[config.mk]
export PLATFORM = sky130hd
export DESIGN_NAME = ram8_arbiter_flat
export DESIGN_NICKNAME = d
export VERILOG_FILES = /design/src/rtl/ram8_arbiter_if.sv /design/src/rtl/ram8_arbiter.sv /design/src/flat_wrapper.sv
export SDC_FILE = /design/constraint.sdc
export NUM_CORES = 1
export LEC_CHECK = 0
export ABC_AREA = 0
export CORE_MARGIN = 2
export CORE_UTILIZATION = 35
export CTS_CLUSTER_DIAMETER = 50
export DETAILED_ROUTE_END_ITERATION = 16
export GPL_TIMING_DRIVEN = 0
export HOLD_SLACK_MARGIN = 0.08
export PLACE_DENSITY = 0.89
export SLEW_MARGIN = 20
export SYNTH_ARGS = -nofsm -noshare
export SYNTH_HDL_FRONTEND = slang
export SYNTH_SLANG_ARGS = --single-unit
[constraint.sdc]
create_clock -name clk -period 5.83 [get_ports clk]
set_input_delay 0.8745 -clock clk [delete_from_list [all_inputs] [get_ports clk]]
set_output_delay 0.8745 -clock clk [all_outputs]
set_load 0.01 [all_outputs]
[src/rtl/ram8_arbiter_if.sv]
// Requester-side bus of ram8_arbiter: two req/gnt ports plus shared read data and busy.
// The arbiter takes the slave modport; the requesters (or a bench) take the master modport.
interface ram8_arbiter_if;
    logic        a_req;
    logic        a_we;
    logic [2:0]  a_addr;
    logic [15:0] a_wdata;
    logic        b_req;
    logic        b_we;
    logic [2:0]  b_addr;
    logic [15:0] b_wdata;
    logic        a_gnt;
    logic        b_gnt;
    logic        a_rvalid;
    logic        b_rvalid;
    logic [15:0] rdata;
    logic        busy;

    modport slave (
        input  a_req, a_we, a_addr, a_wdata,
        input  b_req, b_we, b_addr, b_wdata,
        output a_gnt, b_gnt, a_rvalid, b_rvalid, rdata, busy
    );

    modport master (
        output a_req, a_we, a_addr, a_wdata,
        output b_req, b_we, b_addr, b_wdata,
        input  a_gnt, b_gnt, a_rvalid, b_rvalid, rdata, busy
    );
endinterface

[src/rtl/ram8_arbiter.sv]
// Fair two-port arbiter/sequencer in front of a single RAM8 (8 x 16-bit).
// Define RAM8_ARB_INIT_EN to zero-fill all 8 words after every reset (busy high meanwhile).
module ram8_arbiter (
    input  logic                 clk,
    input  logic                 rst_n,
    ram8_arbiter_if.slave        bus,
    output logic [2:0]           ram_addr,
    output logic [15:0]          ram_in,
    output logic                 ram_write,
    input  logic [15:0]          ram_out
);

`ifdef RAM8_ARB_INIT_EN
    typedef enum logic [1:0] {StIdle, StGntA, StGntB, StInit} state_e;
    localparam state_e ResetState = StInit;
`else
    typedef enum logic [1:0] {StIdle, StGntA, StGntB} state_e;
    localparam state_e ResetState = StIdle;
`endif

    state_e      state_q, state_d;
    logic        last_b_q, last_b_d;  // 1: B was granted most recently
    logic [15:0] rdata_q;
    logic        a_rvalid_q, b_rvalid_q;
    logic        a_gnt, b_gnt;

`ifdef RAM8_ARB_INIT_EN
    logic [2:0]  cnt_q;

    always_ff @(posedge clk or negedge rst_n) begin
        if (!rst_n) begin
            cnt_q <= 3'd0;
        end else if (state_q == StInit) begin
            cnt_q <= cnt_q + 3'd1;
        end
    end
`endif

    always_ff @(posedge clk or negedge rst_n) begin
        if (!rst_n) begin
            state_q  <= ResetState;
            last_b_q <= 1'b1;
        end else begin
            state_q  <= state_d;
            last_b_q <= last_b_d;
        end
    end

    always_comb begin
        state_d = state_q;
        unique case (state_q)
            StIdle: begin
                if (bus.a_req && bus.b_req) begin
                    state_d = last_b_q ? StGntA : StGntB;
                end else if (bus.a_req) begin
                    state_d = StGntA;
                end else if (bus.b_req) begin
                    state_d = StGntB;
                end
            end
            StGntA: state_d = bus.b_req ? StGntB : StIdle;
            StGntB: state_d = bus.a_req ? StGntA : StIdle;
`ifdef RAM8_ARB_INIT_EN
            StInit: if (cnt_q == 3'd7) state_d = StIdle;
`endif
            default: state_d = StIdle;
        endcase

        last_b_d = last_b_q;
        if (state_d == StGntA) last_b_d = 1'b0;
        if (state_d == StGntB) last_b_d = 1'b1;
    end

    always_comb begin
        ram_addr  = 3'd0;
        ram_in    = 16'd0;
        ram_write = 1'b0;
        a_gnt     = 1'b0;
        b_gnt     = 1'b0;
        unique case (state_q)
            StGntA: begin
                ram_addr  = bus.a_addr;
                ram_in    = bus.a_wdata;
                ram_write = bus.a_we;
                a_gnt     = 1'b1;
            end
            StGntB: begin
                ram_addr  = bus.b_addr;
                ram_in    = bus.b_wdata;
                ram_write = bus.b_we;
                b_gnt     = 1'b1;
            end
`ifdef RAM8_ARB_INIT_EN
            StInit: begin
                ram_addr  = cnt_q;
                // Reset parks in StInit; keep the RAM write pin quiet until rst_n releases.
                ram_write = rst_n;
            end
`endif
            default: ;
        endcase
    end

    // Read data is captured at the edge that ends the grant cycle.
    always_ff @(posedge clk or negedge rst_n) begin
        if (!rst_n) begin
            rdata_q    <= 16'd0;
            a_rvalid_q <= 1'b0;
            b_rvalid_q <= 1'b0;
        end else begin
            a_rvalid_q <= (state_q == StGntA) && !bus.a_we;
            b_rvalid_q <= (state_q == StGntB) && !bus.b_we;
            if (((state_q == StGntA) && !bus.a_we) || ((state_q == StGntB) && !bus.b_we)) begin
                rdata_q <= ram_out;
            end
        end
    end

    assign bus.a_gnt    = a_gnt;
    assign bus.b_gnt    = b_gnt;
    assign bus.a_rvalid = a_rvalid_q;
    assign bus.b_rvalid = b_rvalid_q;
    assign bus.rdata    = rdata_q;
`ifdef RAM8_ARB_INIT_EN
    assign bus.busy     = (state_q == StInit);
`else
    assign bus.busy     = 1'b0;
`endif

endmodule

[src/flat_wrapper.sv]
// flat-port wrapper written by rule: the top's interface ports become plain ports
module ram8_arbiter_flat 
  (clk, rst_n, ram_addr, ram_in, ram_write, ram_out, bus_a_req, bus_a_we, bus_a_addr, bus_a_wdata, bus_b_req, bus_b_we, bus_b_addr, bus_b_wdata, bus_a_gnt, bus_b_gnt, bus_a_rvalid, bus_b_rvalid, bus_rdata, bus_busy);
  ram8_arbiter_if bus_i ();
  input  logic clk;
  input  logic rst_n;
  output logic [2:0] ram_addr;
  output logic [15:0] ram_in;
  output logic ram_write;
  input  logic [15:0] ram_out;
  input wire logic [$bits(bus_i.a_req)-1:0] bus_a_req;
  input wire logic [$bits(bus_i.a_we)-1:0] bus_a_we;
  input wire logic [$bits(bus_i.a_addr)-1:0] bus_a_addr;
  input wire logic [$bits(bus_i.a_wdata)-1:0] bus_a_wdata;
  input wire logic [$bits(bus_i.b_req)-1:0] bus_b_req;
  input wire logic [$bits(bus_i.b_we)-1:0] bus_b_we;
  input wire logic [$bits(bus_i.b_addr)-1:0] bus_b_addr;
  input wire logic [$bits(bus_i.b_wdata)-1:0] bus_b_wdata;
  output wire logic [$bits(bus_i.a_gnt)-1:0] bus_a_gnt;
  output wire logic [$bits(bus_i.b_gnt)-1:0] bus_b_gnt;
  output wire logic [$bits(bus_i.a_rvalid)-1:0] bus_a_rvalid;
  output wire logic [$bits(bus_i.b_rvalid)-1:0] bus_b_rvalid;
  output wire logic [$bits(bus_i.rdata)-1:0] bus_rdata;
  output wire logic [$bits(bus_i.busy)-1:0] bus_busy;
  assign bus_i.a_req = bus_a_req;
  assign bus_i.a_we = bus_a_we;
  assign bus_i.a_addr = bus_a_addr;
  assign bus_i.a_wdata = bus_a_wdata;
  assign bus_i.b_req = bus_b_req;
  assign bus_i.b_we = bus_b_we;
  assign bus_i.b_addr = bus_b_addr;
  assign bus_i.b_wdata = bus_b_wdata;
  assign bus_a_gnt = bus_i.a_gnt;
  assign bus_b_gnt = bus_i.b_gnt;
  assign bus_a_rvalid = bus_i.a_rvalid;
  assign bus_b_rvalid = bus_i.b_rvalid;
  assign bus_rdata = bus_i.rdata;
  assign bus_busy = bus_i.busy;
  ram8_arbiter u_core (.clk(clk), .rst_n(rst_n), .bus(bus_i), .ram_addr(ram_addr), .ram_in(ram_in), .ram_write(ram_write), .ram_out(ram_out));
endmodule
[After elaboration in Yosys (flattened, before gate mapping)]
Cells that the tools add are included.
Storage, ports and cells
  bits in registers: 21
  bits of input ports: 60
  output and inout port bits: 41
  word-level logic and storage cells: 31
Cells by class
  eq/ne operators: 4
  mux-type cells: 14
  reductions and logical operators: 8
Operator list (number)
  one-hot mux 16 bit (2 select lines): 1
  two-way mux 2 bit: 5
  one-hot mux 2 bit (3 select lines): 1
  one-hot mux 3 bit (2 select lines): 1
  two-way mux 1 bit: 5
  equality test 2 x 1 -> 1 bit, second input constant: 2
  equality test 2 bit, second input constant: 2
  logical AND 1 bit: 3
  zero test 1 bit: 2
  zero test 2 bit: 1
  one-hot mux 1 bit (2 select lines): 1
  nonzero test 2 bit: 1
  logical OR 1 bit: 1

[Longest topological paths before layout]
Gate-level depths: netlist (run 1).
  depth in word-level cells: 7
  depth in mapped cells: 7
  depth with buffers taken out: 7

[Worst setup path after synthesis (run 1)]
No wires, ideal clock.
  kind: register to output
  start: register u_core.state_q[0]
  end: output port ram_addr[2]
  data arrival time: 1.356 ns
  data required time: 4.956 ns
  path slack: 3.600 ns
  stages on the path, launching flop included: 6
  path buffers: 1
  cells stage by stage: dfrtp_1 -> inv_1 -> ha_1 -> clkbuf_1 -> a22oi_1 -> nor2b_1
On the way
  cells in the longest elaborated chain, start to end: 2
  elaborated cells between the ends (all ways): 3
  classes of those cells: eq/ne (2); mux (1)
RTL lines
  start, declared: RTL line ram8_arbiter.sv:21  | state_e state_q, state_d;
  start signal, assigned: RTL line ram8_arbiter.sv:41  | state_q <= ResetState;
  start signal, assigned: RTL line ram8_arbiter.sv:44  | state_q <= state_d;
  equality test 2 bit or equality test 2 x 1 -> 1 bit (tied branches): RTL line ram8_arbiter.sv:80  | unique case (state_q)
  one-hot mux 3 bit (2 select lines) (*): RTL line ram8_arbiter.sv:80
  end, declared: RTL line flat_wrapper.sv:7  | output logic [2:0] ram_addr;
Mark *: on every way between the ends. The rest lies on a longest branch, timed or not.

[Final worst setup path (run 1)]
  start: register u_core.state_q[0]
  end: output port ram_in[4]
On the way
  cells in the longest elaborated chain, start to end: 2
  elaborated cells between the ends (all ways): 3
  classes of those cells: eq/ne (2); mux (1)
RTL lines
  equality test 2 bit or equality test 2 x 1 -> 1 bit (tied branches): RTL line ram8_arbiter.sv:80
  one-hot mux 16 bit (2 select lines) (*): RTL line ram8_arbiter.sv:80
  end, declared: RTL line flat_wrapper.sv:8  | output logic [15:0] ram_in;
Marks and branches as above.

==> results, run 1 <==
- The flow ran to the end, and the final reports show no timing, DRC or antenna violations.
- The peak-usage layer in the global routing report is met2.
- Counting both buffers and inverters, the worst setup path holds a total of 3.
- about 100 I/O pins were placed.
- The per-cell routed wire length is roughly 13 um.
- Summed over all nets, the switching power comes to 348.0 uW.
- Setup repair after global routing left no endpoint under its margin.
- The synthesized-area fraction occupied by xor and xnor cells is 0%.
- The final design utilization is around 68%.
- The global-route met3 utilization is around 3.9%.
- The share of the clock period used by the worst path after layout is a little under three fifths.
- Data on the critical path arrives at its endpoint at between 2 and 2.5 ns.
- The cell family contributing the most delay on the critical path is buffers and inverters.
- The area growth from synthesis to layout is 86.43%.
- The synthesized-area fraction occupied by ao, oa, aoi and oai cells is between 15 and 20%.
- The initial antenna violation count is 0.
- The number of vias after detailed routing is ~1200.
- The required time of the critical path is approximately 5.0 ns.
- The hold violation count in the final report was 0.
- At the pin with the least slew margin, the transition time is slightly below 0.9 ns.
- The post-synthesis mux area share is roughly 18%.
- In the final layout, the share of cells above drive strength 1 is between 10% and 20%.
- For this design, the slowest cell found on the critical path is clkdlybuf4s50_1.
- The logic depth of the worst path, buffers included is 6.
- The achievable frequency is just over 300 MHz.
- Leaving out fill and tap cells, the most frequent cells in the layout are clkdlybuf4s50_1, nor2b_1, a22oi_1, dfrtp_1, mux2_4.
- Summing the areas of all and, or, nand and nor instances in the mapped netlist gives approximately an eighth of the synthesized area.
- The synthesized flop and latch total is 21.
- The launching element type of the critical path is a flop.
- The adder-cell area share of the yosys netlist is between 5 and 6%.
- The signal on the critical path passes through inv_1 -> ha_1 -> clkbuf_1 -> a22oi_1 -> nor2b_1 -> clkdlybuf4s50_1.
- The largest net degree at the start of global routing is 22.
- The smallest clock period supported by the final layout is computed as 3.218 ns.
- The number of iterations in the first detailed-routing pass is 4.
- Input and output buffers added on the ports amount to about 100.
- The worst flop-to-flop path endpoint is u_core.last_b_q.
- Global routing consumed, over all layers together, approximately 18% of the routing resources.
- The power density normalized to cell area is roughly 440 nW/um^2.
- Ranked by total cell area, the synthesized netlist is headed by dfrtp_1, a22oi_1, mux2_4, nor2b_1, mux2_2.
- The setup path with the least slack is of type reg2out.
- The clock tree skew after final layout is between 0.008 and 0.009 ns.
- The synthesized design spends more area on one cell type than any other, namely dfrtp_1.
- In this run the number of H-tree levels came out at 1.
- The startpoint of the lowest-slack register-to-register path is u_core.state_q[0].
- The top cell type by area accounts for roughly 40% of the synthesized area.
- The number of diodes added for antenna fixing is 0.
- The share of total power consumed by net switching is about a third.
- Summed over all cells, the static leakage comes to between 0.0009 and 0.001 uW.
- The final-layout setup total negative slack is 0 ns.
- Setup violations remaining at the end of the flow were counted as 0.
- Buffers inserted during clock tree synthesis total 3.
- After the last flow step, the layout net total stands at roughly 280.
- The largest family of logic cells by synthesized area is multiplexers.
- Combinational cells account for between 60% and 70% of the total power.
- The clock insertion delay at the later pin of the skew report is 0.29 ns.
- The met2 track utilization from global routing is a little under a third.
- The clock root buffer master is clkbuf_4.
- Yosys mapped the design onto 20 distinct sky130hd cell types.
- The number of clock sinks is 21.
- The die is between 60 and 70 um wide.
- The number of cell instances on the worst register-to-register path is 7.
- The share of total power dissipated in sequential elements is 25.3%.
- The sequential cell area fraction in the yosys report is between 40 and 50%.
- The flop-to-flop setup slack is around 3.6 ns.
- The worst hold path belongs to the class reg2reg.
- The met1 usage is a little over a fifth.
- The synthesized area is between 1000 and 1500 sq um.
- The total congestion overflow after global routing is 0.
- Routability-driven placement finished with a final weighted congestion of approximately 0.84.
- From bottom edge to top edge, the die measures 63.64 um.
- For this block, the routed nets add up to roughly 3500 um of wire.
- The post-CTS resize count is 0.
- TritonCTS built the clock tree.
- The placeable core region is roughly 3400 sq um.
- For this configuration, the core starts out at a cell density of between 30% and 40%.
- VDD sags by at most roughly 0.00019 V.
- For this run, the number of Yosys warnings is 0.
- The gate count after technology mapping is 110.
- The initial DRC count is 28.
- The antenna violation net count after detailed routing is 0.
- In this run the worst setup path terminates at ram_in[4].
- The standard-cell row count is 21.
- The largest incremental delay on the critical path is about 0.54 ns.
- The internal power is 667.9 uW.
- A synthesized cell averages ~11 sq um.
- STA classifies the critical path endpoint as a primary output.
- The via count of the first global-routing pass is between 1000 and 1500.
- In the routed design, unresolved DRC markers number 0.
- The most critical setup path has its startpoint at u_core.state_q[0].
- Using the TritonRoute via totals, the vias-per-cell ratio works out to approximately 4.7.
- The floorplan step defined a die boundary enclosing around 4100 sq um.
- The most common cell after layout, fill and taps aside is clkdlybuf4s50_1.
- Max-cap violations in this run came to 0.
- Overall power consumption after layout is estimated at 1016 uW.
- Once detailed placement completed, the half-perimeter wirelength came to 2896 um.
- The first global-routing pass estimated 5644 um of wire.
- The buffer levels on the longest clock path is 2.
- In this run the worst path has a maximum fanout of 10.
- Of the total power, the clock network draws 6.4%.
- The total count of max-transition violations in the final report is 0.
- The total setup buffers inserted after CTS is 0.
- The post-cts hold buffer count is 0.
- Synthesis produced a netlist with a net count of 175.
- The register clock-pin slew on the reported worst setup and hold paths is ~0.11 ns.
- Measured against its own limit, the worst slew margin works out to between 40% and 50%.
- The worst hold margin is 0.5209 ns.
[state kept, by name (all words and copies together) (netlist names)]
name,flops
u_core.bus.b_rvalid,1
u_core.bus.rdata,16
u_core.state_q,2
u_core.last_b_q,1
u_core.bus.a_rvalid,1
[metrics by stage]
step                      instance area (sq um)  setup slack [ns]  cells
after global placement                     2293             2.837    255
after global routing                       2321             2.427    259
after detailed placement                   2293             2.824    255
after CTS                                  2321             2.624    259
after floorplan                            1245             3.600    110
final                                      2321             2.612    259
[worst min-delay path by stage]
| stage | to | depth (start not counted) | slack [ns] | startpoint |
|---|---|---|---|---|
| after global placement | u_core.bus.rdata[0] | 1 | 0.49 | u_core.bus.rdata[0] |
| after floorplan | u_core.bus.rdata[0] | 1 | 0.55 | u_core.bus.rdata[0] |
| final | u_core.bus.rdata[10] | 1 | 0.52 | u_core.bus.rdata[10] |
| after CTS | u_core.bus.rdata[10] | 1 | 0.52 | u_core.bus.rdata[10] |
| after detailed placement | u_core.bus.rdata[10] | 1 | 0.49 | u_core.bus.rdata[10] |
| after global routing | u_core.bus.rdata[10] | 1 | 0.53 | u_core.bus.rdata[10] |
[power groups by stage]
stage,Combinational (uW),Clock [uW],Sequential [uW]
6_report,694,65.0,257
5_1_grt,752,76.2,267
4_1_cts,701,68.0,258
3_5_place_dp,698,0,262
3_3_place_gp,693,0,254
2_1_floorplan,347,0,285
[final cells by class]
class,count,area (sq um)
Fill cell,259,1069
Tap cell,46,57.56
Clock inverter,1,5.005
Inverter,4,15.01
Sequential cell,21,526.8
Multi-Input combinational cell,76,650.6
Clock buffer,3,22.52
Buffer,9,52.55
Timing Repair Buffer,99,991.0
[metal layers]
layer	part of all wire, %	vias to the layer above	wire length, um
li1	-	596	-
met1	43	540	1503
met2	48	67	1659
met3	8.0	4	279
met4	1.2	0	43
met5	0	-	0
[synth_stat cells]
cell type  instances
buf_4              1
a22oi_1           20
a21oi_1            2
dfrtp_1           20
ha_1               5
buf_6              2
clkbuf_1           6
o21ai_0            2
a311o_1            1
nor2b_1           22
conb_1             1
or2_1              1
and2b_1            1
inv_1              4
mux2_2             7
a311oi_1           1
nand2_1            2
mux2_4            10
o211ai_1           1
dfstp_2            1
[worst register-to-register path, delay by kind of cell, from the launching register on]
kind | cells | cell delay, ns
simple gates | 1 | 0.12
buf+inv | 2 | 0.48
fa+ha+maj | 2 | 0.54
mux | 1 | 0.32
compound gates | 1 | 0.29
flops | 1 | 0.44
[cells by family after synthesis]
kind of cell	after synthesis
other	1
AND/OR/NAND/NOR	26
AO/OA/AOI/OAI	27
multiplexers	17
flip-flops	21
adder cells (fa/ha/maj)	5
buffers and inverters	13
Power figures use the tool's default switching activity.
==> run 2: changes to the inputs <==
CORE_UTILIZATION = 29   (was 35)
PLACE_DENSITY = 0.8   (was 0.89)
clock period = 2.9 ns   (was 5.83 ns; I/O delays follow)
==> results, run 2 (same netlist as run 1, synthesis figures left out) <==
- Run status: complete, no violations (unchanged).
- The number of cell instances on the worst register-to-register path is 7 (unchanged).
- The kind of path behind the tightest hold check is reg2reg (unchanged).
- The width of the die is 69.52 um (was 63.64 um).
- The cell count after placement was 259 (was 255).
- The launching element type of the critical path is a flop (unchanged).
- Top library cells by usage in the layout, fill and taps aside: clkdlybuf4s50_1, nor2b_1, a22oi_1, dfrtp_1, mux2_4 (unchanged).
- The class of the most critical setup path is reg2out (unchanged).
- The worst path in the final design needs a cycle of 2.668 ns, including I/O delays and setup.
- The most common cell after layout, fill and taps aside is clkdlybuf4s50_1 (unchanged).
- The clock tree skew after final layout is 0.001530 ns (was 0.008955 ns).
- The initial DRC count is 33 (was 28).
- The number of diodes added for antenna fixing is 0 (unchanged).
- The power density normalized to cell area came to 899.9 nW/um^2 (was 437.7 nW/um^2).
- The area growth from synthesis to layout is 88.44% (was 86.43%).
- The clock insertion delay at the later pin of the skew report is 0.25 ns (was 0.29 ns).
- The achievable frequency is ~370 MHz.
- The final setup violation count is 0 (unchanged).
- The standard-cell row count came to 23 (was 21).
- The count of buffers inserted at the top-level ports came to 99 (unchanged).
- The number of clock sinks was 21 (unchanged).
- The worst path arrival time is 2.23 ns (was 2.34 ns).
- The overall die height is 69.52 um (was 63.64 um).
- The antenna violation net count after detailed routing is 0 (unchanged).
- The via count of the first global-routing pass is 1343 (was 1240).
- The required time of the critical path is 2.47 ns (was 4.96 ns).
- The die outline area is 4833 sq um (was 4050 sq um).
- The endpoint type of the worst setup path is a primary output (unchanged).
- The headroom to the max-slew limit is 37.22% (was 41.08%).
- The wire length after detailed routing is 3620 um (was 3486 um).
- The maximum resistive drop on vdd is 0.0003926 V (was 0.0001907 V).
- The share of the clock period used by the worst path after layout is 92.01%.
- The largest net degree at the start of global routing was 22 (unchanged).
- The static power due to leakage is 0.0009292 uW (was 0.0009177 uW).
- The total count of max-transition violations in the final report came to 0 (unchanged).
- The H-tree depth is 1 (unchanged).
- The max capacitance violation total came to 0 (unchanged).
- The number of nets in the layout is 279 (unchanged).
- The CTS tree was done (unchanged).
- The critical-path maximum fanout is 10 (unchanged).
- RSZ-0062 raised after global routing: no (unchanged).
- The hold violation count in the final report is 0 (unchanged).
- The total setup buffers inserted after CTS was 0 (unchanged).
- The number of design rule violations left after detail routing is 0 (unchanged).
- The number of clock buffers inserted by TritonCTS is 3 (unchanged).
- The initial core utilization was 30.68% (was 36.73%).
- The via-per-instance ratio is 4.787 (was 4.660).
- The number of iterations in the first detailed-routing pass came to 4 (unchanged).
- The buffer levels on the longest clock path is 2 (unchanged).
- The total congestion overflow after global routing was 0 (unchanged).
- The overall fraction of global-route tracks in use is 14.86% (was 17.75%).
- The post-route non-filler standard cell count was 263 (was 259).
- The transition at the pin with the smallest max-transition slack is 0.9388 ns (was 0.8810 ns).
- The number of primary I/O pins is 101 (unchanged).
- The number of stages on the worst hold path came to 1 (unchanged).
- The per-cell routed wire length is 13.76 um (was 13.46 um).
- The weighted congestion at the end of routability-driven global placement is 0.7582 (was 0.8380).
- The flip-flop count of the largest register, all copies and words added is 16 (unchanged).
- The initial antenna violation count was 0 (unchanged).
- The placeable core region is 4058 sq um (was 3390 sq um).
- The number of vias after detailed routing is 1259 (was 1207).
- The post-detailed-placement half-perimeter wirelength was 2801 um (was 2896 um).
- The fraction of layout cells with a size suffix above 1 was 12.21% (was 11.74%).
- The final-layout setup total negative slack is 0 ns (unchanged).
- The register clock-pin slew on the reported worst setup and hold paths came to 0.07 ns (was 0.11 ns).
- The clock root buffer master is clkbuf_8 (was clkbuf_4).
- The first-pass GRT wire length came to 5989 um (was 5644 um).
## run 2: cell count changes in the layout (fill, tap and decap cells not counted), sizes merged
cell	before	now
clkinv	1	0
clkbuf	9	10
## run 2: path summary, 6_finish.rpt
path	to	slack, ns	start
max	ram_in[14]	0.23	u_core.state_q[1]
min	u_core.bus.rdata[5]	0.51	u_core.bus.rdata[5]
max reg2reg	u_core.last_b_q	0.71	u_core.state_q[1]
min reg2reg	u_core.bus.rdata[5]	0.51	u_core.bus.rdata[5]
max in group asynchronous	u_core.bus.rdata[15]	1.63	rst_n
min in group asynchronous	u_core.bus.rdata[10]	0.70	rst_n
## run 2: final cells by class
type	instances	area, sq um
Inverter	4	15.01
Tap cell	50	62.56
Timing Repair Buffer	99	991.0
Fill cell	341	1712
Sequential cell	21	526.8
Clock buffer	4	45.04
Buffer	9	55.05
Multi-Input combinational cell	76	650.6
## run 2: per-stage QoR
step | setup WS, ns | util (%) | instance area (sq um) | total power, uW | hold WS, ns
finish | 0.2316 | 57.82 | 2346 | 2111 | 0.5101
global route | 0.02898 | 57.82 | 2346 | 2270 | 0.5238
CTS | 0.1138 | 57.76 | 2344 | 2139 | 0.5165
detailed placement | 0.4218 | 56.65 | 2298 | 1935 | 0.4927
global placement | 0.4568 | 56.65 | 2298 | 1912 | 0.4885
floorplan | 0.8369 | - | 1245 | 1270 | 0.1394
## run 2: routing by layer
| layer | track usage (%) | wire length [um] |
|---|---|---|
| met1 | 18.11 | 1510 |
| met2 | 25.21 | 1715 |
| met3 | 3.924 | 367 |
| met4 | 5.229 | 27 |
| met5 | 0 | 0 |
## run 2: timing repair
item,in CTS,in global routing
setup endpoints to repair,0,6
resized for setup,0,4
hold endpoints to repair,0,0
hold buffers,0,0
## run 2: critical path, cell delays in order, from the launching register on
cell and delay, ns:
dfrtp_1 0.42, inv_1 0.09, ha_1 0.25, clkbuf_1 0.38, a22oi_1 0.13, nor2b_1 0.15, clkdlybuf4s50_1 0.55
## run 2: power breakdown
group | leakage [uW] | internal, uW | switching, uW
clock network | 0.0000228 | 97.6 | 88.6
logic | 0.000655 | 858 | 551
registers | 0.000251 | 438 | 77.9
==> run 3: changes to the inputs <==
CAP_MARGIN = 40   (was not set)
==> results, run 3 (same netlist as run 1, synthesis figures left out) <==
- The largest net degree at the start of global routing was 17 (was 22).
- The total congestion overflow after global routing is 0 (unchanged).
- The number of cell instances on the worst register-to-register path came to 7 (unchanged).
- The endpoint type of the worst setup path was a primary output (unchanged).
- The die outline area was 4833 sq um (unchanged).
- The first-pass GRT wire length is 6113 um (was 5989 um).
- The width of the die is 69.52 um (unchanged).
- The power density normalized to cell area is 888.0 nW/um^2 (was 899.9 nW/um^2).
- The clock period minus final worst setup slack came to 2.657 ns (was 2.668 ns).
- The via-per-instance ratio came to 4.780 (was 4.787).
- The number of design rule violations left after detail routing is 0 (unchanged).
- The antenna violation net count after detailed routing is 0 (unchanged).
- The CTS tree was done (unchanged).
- The number of vias after detailed routing is 1262 (was 1259).
- The kind of path behind the tightest hold check is in2async (was reg2reg).
- The weighted congestion at the end of routability-driven global placement is 0.7582 (unchanged).
- The per-cell routed wire length is 13.60 um (was 13.76 um).
- The setup slack of the critical path after layout came to 0.2427 ns (was 0.2316 ns).
- The via count of the first global-routing pass is 1374 (was 1343).
- The initial core utilization is 30.68% (unchanged).
- The wire length after detailed routing is 3590 um (was 3620 um).
- The number of diodes added for antenna fixing is 0 (unchanged).
- The static power due to leakage is 0.0009419 uW (was 0.0009292 uW).
- The achievable frequency came to 376.3 MHz (was 374.8 MHz).
- The max capacitance violation total was 0 (unchanged).
- The post-place setup slack is 0.4250 ns (was 0.4218 ns).
- The critical-path maximum fanout is 10 (unchanged).
- The placeable core region came to 4058 sq um (unchanged).
- The number of iterations in the first detailed-routing pass came to 4 (unchanged).
- The overall die height was 69.52 um (unchanged).
- The H-tree depth is 1 (unchanged).
- The class of the most critical setup path is reg2out (unchanged).
- The post-CTS resize count is 0 (unchanged).
- The hold violation count in the final report is 0 (unchanged).
- The clock insertion delay at the later pin of the skew report was 0.25 ns (about the same).
- The count of buffers inserted at the top-level ports is 99 (unchanged).
- The clock tree skew after final layout is 0.002190 ns (was 0.001530 ns).
- The overall power of the completed layout was 2108 uW (was 2111 uW).
- The post-detailed-placement half-perimeter wirelength is 2905 um (was 2801 um).
- The worst path arrival time is 2.22 ns (was 2.23 ns).
- The flip-flop count of the largest register, all copies and words added was 16 (unchanged).
- The initial DRC count was 35 (was 33).
- The standard-cell row count was 23 (unchanged).
- The clock root buffer master was clkbuf_8 (unchanged).
- The area growth from synthesis to layout is 90.65% (was 88.44%).
- The number of clock sinks came to 21 (unchanged).
- The launching element type of the critical path is a flop (unchanged).
- RSZ-0062 raised after global routing: no (unchanged).
- The maximum resistive drop on vdd is 0.0004152 V (was 0.0003926 V).
- The overall fraction of global-route tracks in use is 15.08% (was 14.86%).
- The share of the clock period used by the worst path after layout came to 91.63% (was 92.01%).
- The fraction of layout cells with a size suffix above 1 is 12.62% (was 12.21%).
- The number of clock buffers inserted by TritonCTS is 3 (unchanged).
- Run status: complete, no violations (unchanged).
- Top library cells by usage in the layout, fill and taps aside: clkdlybuf4s50_1, nor2b_1, a22oi_1, dfrtp_1, mux2_4 (unchanged).
- The worst hold margin was 0.4572 ns (was 0.5101 ns).
- The post-cts hold buffer count was 0 (unchanged).
- The final setup violation count is 0 (unchanged).
- The most common cell after layout, fill and taps aside was clkdlybuf4s50_1 (unchanged).
- The final-layout setup total negative slack is 0 ns (unchanged).
- The required time of the critical path is 2.47 ns (about the same).
- The number of primary I/O pins came to 101 (unchanged).
- The buffer levels on the longest clock path is 2 (unchanged).
- The total setup buffers inserted after CTS was 0 (unchanged).
- The number of nets in the layout is 280 (was 279).
- The total count of max-transition violations in the final report is 0 (unchanged).
- The initial antenna violation count came to 0 (unchanged).
- The register clock-pin slew on the reported worst setup and hold paths is 0.07 ns (about the same).
-- run 3: routing by layer --
metal	up-vias	GRT usage, %	wire [um]
li1	599	-	-
met3	2	4.070	373
met1	585	18.29	1455
met4	0	4.575	27
met2	76	25.96	1734
met5	-	0	0
-- run 3: layout make-up --
cell class                      count  area (sq um)
Fill cell                         333          1684
Buffer                              9         55.05
Multi-Input combinational cell     76         650.6
Tap cell                           50         62.56
Sequential cell                    21         526.8
Inverter                            4         15.01
Timing Repair Buffer              100          1018
Clock buffer                        4         45.04
-- run 3: power by group --
part / switching [uW] / internal [uW]
Clock: 89.1 / 97.6
Sequential: 75.6 / 438
Combinational: 545 / 862
-- run 3: metrics by stage --
| step | area (sq um) | std cells | utilization, % |
|---|---|---|---|
| after global placement | 2298 | 259 | 56.65 |
| after floorplan | 1245 | 110 | - |
| after global routing | 2374 | 264 | 58.50 |
| final | 2374 | 264 | 58.50 |
| after detailed placement | 2326 | 260 | 57.32 |
| after CTS | 2371 | 264 | 58.43 |
-- run 3: final timing paths --
kind | startpoint | end | slack [ns]
min reg2reg | u_core.bus.rdata[1] | u_core.bus.rdata[1] | 0.51
min in group clk | u_core.bus.rdata[1] | u_core.bus.rdata[1] | 0.51
max in group asynchronous | rst_n | u_core.last_b_q | 1.96
max | u_core.state_q[1] | ram_in[8] | 0.24
min | rst_n | u_core.bus.rdata[9] | 0.46
max reg2reg | u_core.state_q[1] | u_core.last_b_q | 0.77
-- run 3: critical path, stage by stage (launching register included) --
cell	delay, ns
dfrtp_1	0.42
inv_1	0.09
ha_1	0.25
clkbuf_1	0.38
a22oi_1	0.13
nor2b_1	0.14
clkdlybuf4s50_1	0.55
